<file path="src/rtl/udp_rx_pkg.sv">
// rtl/udp_rx_pkg.sv - shared UDP header constants and receive FSM encoding
package udp_rx_pkg;

    localparam logic [15:0] UDP_HDR_LEN = 16'd8;

    // Header byte offsets, fields transmitted MSB first
    localparam logic [2:0] HDR_SRC_HI  = 3'd0;
    localparam logic [2:0] HDR_SRC_LO  = 3'd1;
    localparam logic [2:0] HDR_DST_HI  = 3'd2;
    localparam logic [2:0] HDR_DST_LO  = 3'd3;
    localparam logic [2:0] HDR_LEN_HI  = 3'd4;
    localparam logic [2:0] HDR_LEN_LO  = 3'd5;
    localparam logic [2:0] HDR_CSUM_HI = 3'd6;
    localparam logic [2:0] HDR_CSUM_LO = 3'd7;

    typedef enum logic [1:0] {
        ST_IDLE    = 2'd0,
        ST_HEADER  = 2'd1,
        ST_PAYLOAD = 2'd2,
        ST_DRAIN   = 2'd3
    } udp_state_t;

endpackage

</file>
<file path="src/rtl/udp_hdr_parse.sv">
// rtl/udp_hdr_parse.sv - byte-indexed capture of the UDP header fields
module udp_hdr_parse
    import udp_rx_pkg::*;
(
    input  logic        clk,
    input  logic        rst,
    input  logic        capture,
    input  logic [2:0]  idx,
    input  logic [7:0]  data,
    output logic [15:0] src_port,
    output logic [15:0] dst_port,
    output logic [15:0] length
);

    // Checksum bytes are accepted but not stored: the peer always sends zero.
    always_ff @(posedge clk) begin
        if (rst) begin
            src_port <= '0;
            dst_port <= '0;
            length   <= '0;
        end else if (capture) begin
            case (idx)
                HDR_SRC_HI: src_port[15:8] <= data;
                HDR_SRC_LO: src_port[7:0]  <= data;
                HDR_DST_HI: dst_port[15:8] <= data;
                HDR_DST_LO: dst_port[7:0]  <= data;
                HDR_LEN_HI: length[15:8]   <= data;
                HDR_LEN_LO: length[7:0]    <= data;
                default: ;
            endcase
        end
    end

endmodule

</file>
<file path="src/rtl/udp_rx.sv">
// rtl/udp_rx.sv - UDP datagram receiver: header check and payload delivery
module udp_rx
    import udp_rx_pkg::*;
#(
    parameter logic [15:0] LOCAL_PORT_NUM = 16'hf000
) (
    input  logic        udp_rec_clk,
    input  logic        rst,
    input  logic        ip_data_in_valid,
    input  logic [7:0]  ip_data_in,
    output logic        app_data_out_valid,
    output logic [7:0]  app_data_out,
    output logic [15:0] app_data_length,
    output logic [15:0] udp_src_port,
    output logic        app_data_done,
    output logic        udp_rx_error
);

    udp_state_t  state;
    logic [15:0] cnt;
    logic        hdr_capture;
    logic [2:0]  hdr_idx;
    logic [15:0] hdr_src;
    logic [15:0] hdr_dst;
    logic [15:0] hdr_len;

    assign hdr_capture = ip_data_in_valid && (state == ST_IDLE || state == ST_HEADER);
    assign hdr_idx     = (state == ST_IDLE) ? HDR_SRC_HI : cnt[2:0];

    udp_hdr_parse u_hdr_parse (
        .clk      (udp_rec_clk),
        .rst      (rst),
        .capture  (hdr_capture),
        .idx      (hdr_idx),
        .data     (ip_data_in),
        .src_port (hdr_src),
        .dst_port (hdr_dst),
        .length   (hdr_len)
    );

    always_ff @(posedge udp_rec_clk) begin
        if (rst) begin
            state              <= ST_IDLE;
            cnt                <= '0;
            app_data_out_valid <= 1'b0;
            app_data_out       <= '0;
            app_data_length    <= '0;
            udp_src_port       <= '0;
            app_data_done      <= 1'b0;
            udp_rx_error       <= 1'b0;
        end else begin
            app_data_out_valid <= 1'b0;
            app_data_done      <= 1'b0;
            udp_rx_error       <= 1'b0;
            case (state)
                ST_IDLE: begin
                    if (ip_data_in_valid) begin
                        cnt   <= 16'd1;
                        state <= ST_HEADER;
                    end
                end
                ST_HEADER: begin
                    if (!ip_data_in_valid) begin
                        udp_rx_error <= 1'b1;
                        state        <= ST_IDLE;
                    end else if (cnt[2:0] != HDR_CSUM_LO) begin
                        cnt <= cnt + 16'd1;
                    end else if (hdr_dst != LOCAL_PORT_NUM) begin
                        state <= ST_DRAIN;
                    end else if (hdr_len < UDP_HDR_LEN) begin
                        udp_rx_error <= 1'b1;
                        state        <= ST_DRAIN;
                    end else begin
                        // Subtraction is safe here: length is known to be >= 8
                        app_data_length <= hdr_len - UDP_HDR_LEN;
                        udp_src_port    <= hdr_src;
                        cnt             <= '0;
                        if (hdr_len == UDP_HDR_LEN) begin
                            app_data_done <= 1'b1;
                            state         <= ST_DRAIN;
                        end else begin
                            state <= ST_PAYLOAD;
                        end
                    end
                end
                ST_PAYLOAD: begin
                    if (!ip_data_in_valid) begin
                        udp_rx_error <= 1'b1;
                        state        <= ST_IDLE;
                    end else begin
                        app_data_out_valid <= 1'b1;
                        app_data_out       <= ip_data_in;
                        cnt                <= cnt + 16'd1;
                        if (cnt + 16'd1 == app_data_length) begin
                            app_data_done <= 1'b1;
                            state         <= ST_DRAIN;
                        end
                    end
                end
                ST_DRAIN: begin
                    if (!ip_data_in_valid) begin
                        state <= ST_IDLE;
                    end
                end
                default: state <= ST_IDLE;
            endcase
        end
    end

endmodule

</file>
<file path="config.mk">
export PLATFORM = sky130hd
export DESIGN_NAME = udp_rx
export DESIGN_NICKNAME = d
export VERILOG_FILES = /design/src/rtl/udp_rx_pkg.sv /design/src/rtl/udp_hdr_parse.sv /design/src/rtl/udp_rx.sv
export SDC_FILE = /design/constraint.sdc
export NUM_CORES = 1
export LEC_CHECK = 0
export CAP_MARGIN = 20
export CORE_MARGIN = 2
export CORE_UTILIZATION = 40
export CTS_BUF_LIST = sky130_fd_sc_hd__clkbuf_2 sky130_fd_sc_hd__clkbuf_4 sky130_fd_sc_hd__clkbuf_8
export DETAILED_ROUTE_END_ITERATION = 16
export DONT_BUFFER_PORTS = 1
export HOLD_SLACK_MARGIN = 0.12
export PLACE_DENSITY_LB_ADDON = 0.3
export SLEW_MARGIN = 20
export SYNTH_ARGS = -nofsm -noshare
export SYNTH_HDL_FRONTEND = slang
export SYNTH_HIERARCHICAL = 1
export SYNTH_SLANG_ARGS = --single-unit
</file>
<file path="constraint.sdc">
create_clock -name udp_rec_clk -period 2.55 [get_ports udp_rec_clk]
set_input_delay 0.51 -clock udp_rec_clk [delete_from_list [all_inputs] [get_ports udp_rec_clk]]
set_output_delay 0.51 -clock udp_rec_clk [all_outputs]
set_load 0.005 [all_outputs]
</file>
==> results.md <==
* H-tree levels at 3
* Post-synthesis simple-gate area fraction at a little over a quarter
* Multiplexer share of the synthesized area at about 9.6%
* Syn Area/Cell at slightly below 9 um2
* Max-slew violations at 0
* Clk_lat worst skew at between 0.3 and 0.4 ns
* Longest Clk Path Bufs at 2
* DRC Markers at 0
* Initial antenna violation count at 0
* Final TNS setup at 0 ns
* Register area share after synthesis at 41.6%
* R2R cell count at 7
* Die ar. at between 0.01 and 0.015 mm2
* Row count at between 40 and 50
* Most frequent cells after synthesis: 109 x dfxtp_1, 73 x nand2_1, 57 x nand2b_1, 49 x mux2i_1, 48 x a21oi_1
* Final non-filler cell total at slightly below 800
* Layout cells sized above 1 at 9.29%
* Setup repair bufs after CTS at 0
* Die H at around 120 um
* Root buf cell: clkbuf_8
* CP Class: register to register
* Syn nets at just over 600
* WP data required at ~2.8 ns
* Post-Synth Adder-Cell Area at between 1.5 and 2%
* Worst vdd ir at 270 uV
* Drt wl/cell at between 15 and 20 um
* EDFF count, synth at 0
* Vias in the first global route at between 3000 and 4000
* Synth Area in Compound Gates at between 10% and 20%
* Dpl hpwl at 8740 um
* Initial detailed-routing violation count at approximately 380
* Synth warn at 6
* Status: finished, final reports clean
* Dpl cells at 759
* Area Overhead vs Synth at 8.56%
* Antenna cells at 0
* First-pass GRT wire length at 20100 um
* Reg2Reg Setup Slack at roughly 0.14 ns
* Worst Skew at 0.0205 ns
* CP endpoint kind: register
* Drt via density at between 5 and 6
* Period minus WS final at around 2.4 ns
* Grt ovf at 0
* Fraction of registers with async set or reset after synthesis at 0%
* CORE AREA at approximately 0.013 mm2
* CTS tree: yes
* RSZ-0062 raised after global routing: false
* Post-synthesis cell count at between 600 and 700
* Clk sinks at between 100 and 150
* Pwr dens at between 500 and 600 mW/mm2
* Tightest Hold Check Type: primary input to register
* Count leader, synth: dfxtp_1
* Final Util at between 40 and 50%
* Least-Margin Pin Slew at 0.587 ns
* Boundary Pins at between 50 and 60
* Synth unique cells at between 50 and 60
* Post-route worst setup slack at between 0.1 and 0.15 ns
* WHS Path Cells at 1
* Overall Global Routing Usage at between 10% and 20%
* Vias at 4162
* Leak pwr at 2.21 nW
* Rel. slew slack at just over 60%
* Setup Viol. Count Final at 0
* Crit start category: register
* Crit-path slowest cell: dfxtp_1
* Crit-path cells: buf_4 > and4_1 > xnor2_1 > or3_1 > a2111oi_4 > o21bai_2 > mux2_4
* Pre-CTS setup slack at approximately 0.063 ns
* CP peak stage delay at approximately 0.46 ns
* WP data arrival at 2.69 ns
* Horiz. Die Dim at about 120 um
* Max cap viols at 0
* ANT nets after route at 0
* Placer Congestion at 0.878
* Filler cells at between 1000 and 1500
* Worst Path Max Fanout at 5
* Area leader, netlist: dfxtp_1
* Largest net degree at the start of global routing at between 100 and 150
* Top-area cell type share of the netlist area at about two fifths
* XOR/XNOR share of the synthesized area at between 4 and 5%
* Drt pass-1 iters at 5
* TritonCTS buffer count at 9
* Fin crit share at between 90% and 100%
* Initial core utilization at about two fifths
* Final wirelength at 12600 um
* Primary FF master, synth: dfxtp_1
* Worst hold slack at ~0.18 ns
* CTS clk-pin slew, worst paths at ~0.12 ns
* Main combinational cell family by area after synthesis: simple AND/OR/NAND/NOR gates
* Mapped Area at around 0.0052 mm2
* Seq cells post-synth at 109
* Synth top area cells: dfxtp_1 42%, mux2i_1 9.4%, nand2b_1 6.8%
* NumNets Final at 616
* I/O Buffers at 0
* Fmax at roughly 410 MHz
* Final Hold Viols at 0
state kept, by name, summed over array words and instances (netlist names):
| register | cells |
|---|---|
| app_data_length | 16 |
| udp_rx_error | 1 |
| state | 2 |
| u_hdr_parse/src_port | 16 |
| app_data_out_valid | 1 |
| u_hdr_parse/length | 16 |
| app_data_done | 1 |
| app_data_out | 8 |
| udp_src_port | 16 |
| u_hdr_parse/dst_port | 16 |
| cnt | 16 |
critical path: cells and delay by family (launching register included):
family / cells / cell delay [ns]
AOI/OAI and AO/OA: 2 / 0.57
and+or+nand+nor: 2 / 0.72
buffers and inverters: 1 / 0.18
muxes: 1 / 0.30
DFF: 1 / 0.46
xor gates and xnor gates: 1 / 0.08
cell type report:
type	instances	area (um2)	area share [%]
Clock buffer	9	124	2.18
Clock inverter	7	66.3	1.16
Inverter	10	37.5	0.659
Multi-Input combinational cell	447	2900	50.9
Sequential cell	109	2180	38.3
Tap cell	172	215	3.78
Timing Repair Buffer	21	170	2.99
stage by stage:
stage                     total power [mW]  cell area (um2)
after global routing                  3.11             5690
after global placement                1.99             5470
after CTS                             3.01             5660
final                                 2.99             5690
after floorplan                       1.96             5250
after detailed placement              2.00             5470
report_power, final:
group	switching, mW	leakage, nW	total (mW)	internal [mW]
clock	0.649	0.100	1.03	0.380
combinational	0.130	1.23	0.222	0.0919
sequential	0.0135	0.880	1.74	1.72
total	0.793	2.21	2.99	2.20
final timing paths:
| path | endpoint | start |
|---|---|---|
| worst max register to register | state[1] | cnt[3] |
| worst max-delay path | state[1] | cnt[3] |
| worst min-delay path | app_data_out[5] | rst |
| worst min register to register | udp_src_port[8] | u_hdr_parse/src_port[8] |
cell usage in the layout (no fill, tap or decap), drive strengths merged, types with 3 or more instances in the layout:
master | netlist | final
buf | 11 | 21
dfxtp | 109 | 109
inv | 10 | 13
a31oi | 3 | 3
or3 | 10 | 10
and3 | 5 | 5
nor3 | 10 | 10
nand4 | 7 | 7
nor4 | 10 | 10
xnor2 | 18 | 18
nor2b | 9 | 9
a211oi | 15 | 15
clkinv | 0 | 4
nand2b | 57 | 57
o21ai | 16 | 16
o31ai | 3 | 3
a21o | 3 | 3
nand3 | 12 | 12
mux2i | 49 | 49
clkbuf | 27 | 9
nand4bb | 3 | 3
nor2 | 45 | 45
xor2 | 10 | 10
nand2 | 73 | 73
a21oi | 49 | 49
ha | 7 | 7
layer usage:
layer / global-route usage (%) / part of all wire [%] / wire, um / up-vias
li1: - / - / - / 2073
met2: 30.3 / 48 / 6120 / 102
met5: 0 / 0 / 0 / -
met1: 22.4 / 45 / 5700 / 1972
met4: 4.32 / 1.1 / 144 / 0
met3: 3.96 / 5.2 / 661 / 15
cell families (layout without fill, tap and decap cells):
| kind of cell | after synthesis | in the layout |
|---|---|---|
| compound gates | 102 | 102 |
| xor+xnor | 28 | 28 |
| fa+ha+maj | 7 | 7 |
| buf+inv | 48 | 47 |
| flops | 109 | 109 |
| mux | 50 | 50 |
| simple gates | 260 | 260 |
repair_timing:
item	in CTS	in global routing
hold endpoints to repair	0	0
setup endpoints to repair	0	1
resized for setup	0	7
hold buffers	0	0
Note: power is estimated with default switching activity, not from simulation.
